===== src/rtl/fifo_rd_stream.sv =====
// Two-entry skid buffer that turns a FIFO read port into a valid/ready stream.
// Define FIFO_RD_STREAM_POP_CNT_EN to implement the POP_CNT counter; otherwise it is tied to 0.
module fifo_rd_stream #(
   parameter int DATA_WIDTH = 8,
   parameter int CNT_WIDTH  = 16
) (
   input  logic                  R_CLK,
   input  logic                  R_RST,
   input  logic                  EMPTY,
   input  logic [DATA_WIDTH-1:0] RD_DATA,
   output logic                  R_INC,
   input  logic                  FLUSH,
   output logic [DATA_WIDTH-1:0] OUT_DATA,
   output logic                  OUT_VALID,
   input  logic                  OUT_READY,
   output logic [CNT_WIDTH-1:0]  POP_CNT
);

   typedef enum logic [1:0] {S_EMPTY, S_ONE, S_TWO} state_t;

   state_t                state;
   logic [DATA_WIDTH-1:0] head_q;
   logic [DATA_WIDTH-1:0] skid_q;
   logic                  out_valid_q;
   logic                  xfer;

   // Pop decision never looks at OUT_READY, so the skid slot always has room for the popped word.
   assign R_INC     = R_RST && !EMPTY && (state != S_TWO) && !FLUSH;
   assign xfer      = out_valid_q && OUT_READY;
   assign OUT_DATA  = head_q;
   assign OUT_VALID = out_valid_q;

   always_ff @(posedge R_CLK) begin
      if (!R_RST) begin
         state       <= S_EMPTY;
         head_q      <= '0;
         skid_q      <= '0;
         out_valid_q <= 1'b0;
      end else if (FLUSH) begin
         state       <= S_EMPTY;
         out_valid_q <= 1'b0;
      end else begin
         case (state)
            S_EMPTY: begin
               if (R_INC) begin
                  head_q      <= RD_DATA;
                  state       <= S_ONE;
                  out_valid_q <= 1'b1;
               end
            end
            S_ONE: begin
               if (R_INC && xfer) begin
                  head_q <= RD_DATA;
               end else if (R_INC) begin
                  skid_q <= RD_DATA;
                  state  <= S_TWO;
               end else if (xfer) begin
                  state       <= S_EMPTY;
                  out_valid_q <= 1'b0;
               end
            end
            S_TWO: begin
               if (xfer) begin
                  head_q <= skid_q;
                  state  <= S_ONE;
               end
            end
            default: begin
               state       <= S_EMPTY;
               out_valid_q <= 1'b0;
            end
         endcase
      end
   end

`ifdef FIFO_RD_STREAM_POP_CNT_EN
   logic [CNT_WIDTH-1:0] pop_cnt_q;

   // Free-running pop count; wraps naturally and ignores FLUSH.
   always_ff @(posedge R_CLK) begin
      if (!R_RST) begin
         pop_cnt_q <= '0;
      end else if (R_INC) begin
         pop_cnt_q <= pop_cnt_q + CNT_WIDTH'(1);
      end
   end

   assign POP_CNT = pop_cnt_q;
`else
   assign POP_CNT = '0;
`endif

endmodule


===== config.mk =====
export PLATFORM = sky130hd
export DESIGN_NAME = fifo_rd_stream
export DESIGN_NICKNAME = d
export VERILOG_FILES = /design/src/rtl/fifo_rd_stream.sv
export SDC_FILE = /design/constraint.sdc
export NUM_CORES = 1
export LEC_CHECK = 0
export CAP_MARGIN = 0
export CORE_MARGIN = 5
export CORE_UTILIZATION = 35
export DETAILED_ROUTE_END_ITERATION = 8
export DONT_BUFFER_PORTS = 1
export PLACE_DENSITY = 0.49
export REMOVE_ABC_BUFFERS = 1
export SLEW_MARGIN = 30
export SYNTH_ARGS = -nofsm -noshare
export SYNTH_HDL_FRONTEND = slang
export SYNTH_SLANG_ARGS = --single-unit

===== constraint.sdc =====
create_clock -name R_CLK -period 1.7 [get_ports R_CLK]
set_input_delay 0.34 -clock R_CLK [delete_from_list [all_inputs] [get_ports R_CLK]]
set_output_delay 0.34 -clock R_CLK [all_outputs]
set_load 0.1 [all_outputs]

==> flow_metrics.tcl <==
set metrics [dict create \
    status "completed" \
    ys_warn_count 0 \
    peakVddDrop_mv 0.350 \
    comb_power_share_pct 33.1 \
    p_sw_share_pct 43.2 \
    synthArstFlopShare_pct 0 \
    track_usage_pct 12.9 \
    hold_slack_ps 125 \
    drv_cap 0 \
    via_per_inst 5.78 \
    yosys.area.top_type "dfxtp_1" \
    startpoint_type "flop" \
    p_seq_share_pct 44.4 \
    synth_common_cells "dfxtp_1, nand2_1, buf_4" \
    cp.required_ps 1360 \
    grt_overflow 0 \
    path_class "reg -> out" \
    synth_area_um2 1040 \
    rsz0062_at_grt "no" \
    busiest_layer "met2" \
    gp_congestion 0.747 \
    clock-root-buffer "clkbuf_4" \
    critPathMaxFanout 8 \
    core_area_um2 2810 \
    grt_pass1_wl_um 4220 \
    rows 19 \
    num_vias 953 \
    cts_sinks 19 \
    grt_pass1_vias 898 \
    clock_latency_ps 300 \
    grt_util_met3_pct 3.45 \
    setup_violations 0 \
    switchingPower_w 0.000458 \
    synth-edff-count 0 \
    antenna_left 0 \
    yosysMostFrequentCell "dfxtp_1" \
    fin_area_um2 1140 \
    cp_data_arrival_time_ps 1230 \
    io_pins 39 \
    drtIter0Drc 30 \
    yosysSeqAreaShare_pct 36.7 \
    power_density_nw_per_um2 929 \
    drive_gt1_share_pct 18.7 \
    synth_cells 124 \
    drc_errors 0 \
    postCtsSetupBuffers 0 \
    slew_viol_final 0 \
    cts_tree "built" \
    period_minus_slack_ps 1570 \
    first_pass_iters 5 \
    clk_path_buf_depth 2 \
    worst_pin_slew_ps 515 \
    finalHoldViolCount 0 \
    area.growth.synth_to_final_pct 9.89 \
    wl_per_cell_um 16.0 \
    fin_nets 148 \
    synthTopCellsByArea "dfxtp_1, buf_4, a221oi_1" \
    fin_crit_sh_pct 92.3 \
    p_int_w 0.000601 \
    grt_max_degree 19 \
    placed_cell_area_um2 1110 \
    synth-main-ff-cell "dfxtp_1" \
    max_slew_margin_pct 65.6 \
    portBuffers 0 \
    fin_skew_ps 5.10 \
    die_area_um2 4150 \
    clock_power_share_pct 22.5 \
    synth_top_area_share_pct 36.7 \
    die_h_um 64.4 \
    ys_ff_latch 19 \
    synth.distinct_cells 30 \
    antenna_found_initial 0 \
    avgSynthCellArea_um2 8.36 \
    wl_um 2650 \
    dp_hpwl_um 1880 \
    use_met1_pct 16.0 \
    p_leak_nw 0.442 \
    hold_path.class "in -> reg" \
    fmax_mhz 637 \
    cts_buffers 3 \
    clk_pin_slew_ps 110 \
    start_util_pct 37.0 \
    use_met2_pct 21.0 \
    die_w_um 64.4 \
    diodes 0 \
    cts-htree-levels 1 \
    crit_path_end_kind "output port" \
]
logic make-up after synthesis:
logic type             synth area share (%)
other                                 0.362
AO/OA/AOI/OAI                          28.2
AND/OR/NAND/NOR                        18.1
buffers and inverters                  16.6
flip-flops                             36.7
per-stage QoR:
stage	setup TNS [ps]	cells	total power, W	worst slack, ps	utilization [%]
final	0	165	0.00106	130	40.6
after CTS	0	165	0.00107	67.4	40.5
after global placement	0	161	0.000829	193	39.6
after floorplan	-3870	114	0.000780	-1290	-
after global routing	0	165	0.00111	32.4	40.6
after detailed placement	0	161	0.000830	163	39.6
power groups by stage:
stage	Sequential, W	Clock (W)	Combinational (W)
detailed placement	0.000480	0	0.000350
global route	0.000473	0.000276	0.000362
CTS	0.000470	0.000246	0.000350
finish	0.000470	0.000238	0.000351
global placement	0.000479	0	0.000349
floorplan	0.000560	0	0.000219
critical path: stages (launching register included):
cell and delay, ps:
dfxtp_2 380, nor2b_1 150, nor3_2 160, clkbuf_16 240
area by class of cell:
class,instances,area (um^2)
clock inverter,1,5.00
sequential,19,383
tap,31,38.8
fill,289,1670
inverter,2,7.51
multi-input combinational,93,546
timing repair buffer,16,138
clock buffer,3,22.5
path summary, 6_finish.rpt:
check | startpoint | end | slack (ps) | cells after the start
worst max-delay path | state[1]$_SDFFE_PP0P_ | R_INC | 130 | 3
worst min-delay path | OUT_READY | state[1]$_SDFFE_PP0P_ | 120 | 1
worst max register to register | state[1]$_SDFFE_PP0P_ | skid_q[5]$_SDFFE_PN0P_ | 180 | 3
worst min register to register | skid_q[2]$_SDFFE_PN0P_ | skid_q[2]$_SDFFE_PN0P_ | 480 | 2
cells in the final DEF (no fill, tap or decap):
| cell type | Yosys | final |
|---|---|---|
| or2b_1 | 1 | 1 |
| inv_1 | 1 | 1 |
| a211oi_1 | 1 | 1 |
| clkbuf_4 | 0 | 3 |
| nor4b_4 | 1 | 1 |
| nand2_1 | 18 | 18 |
| conb_1 | 1 | 16 |
| nand3b_1 | 1 | 1 |
| and4b_1 | 1 | 1 |
| a21boi_1 | 1 | 1 |
| nor2_1 | 1 | 1 |
| a22o_1 | 1 | 1 |
| clkinv_2 | 0 | 1 |
| a211o_1 | 1 | 1 |
| a21bo_2 | 1 | 1 |
| dfxtp_1 | 19 | 17 |
| nand3_1 | 8 | 8 |
| o211ai_1 | 1 | 1 |
| nor2b_1 | 2 | 2 |
| dfxtp_2 | 0 | 2 |
| o21bai_1 | 1 | 1 |
| a311oi_1 | 8 | 8 |
| clkbuf_16 | 0 | 1 |
| buf_4 | 16 | 15 |
| o21ai_0 | 8 | 8 |
| clkinv_1 | 1 | 1 |
| a221oi_1 | 8 | 8 |
| or4b_1 | 1 | 1 |
| nor3_2 | 0 | 1 |
| a21oi_1 | 11 | 11 |
metal layers:
layer,vias up,wire length (um)
met5,-,0
met4,0,20
met3,2,319
met2,69,1220
met1,439,1080
li1,443,-
flip-flops by register name (all words and copies together) (netlist names):
signal / flops
OUT_DATA: 8
skid_q: 8
OUT_VALID: 1
state: 2
timing repair:
item,in CTS,in global routing
hold endpoints to repair,0,0
hold buffers,0,0
resized for setup,0,2
endpoints found under the setup margin,0,1
Note: power is estimated with default switching activity, not from simulation.
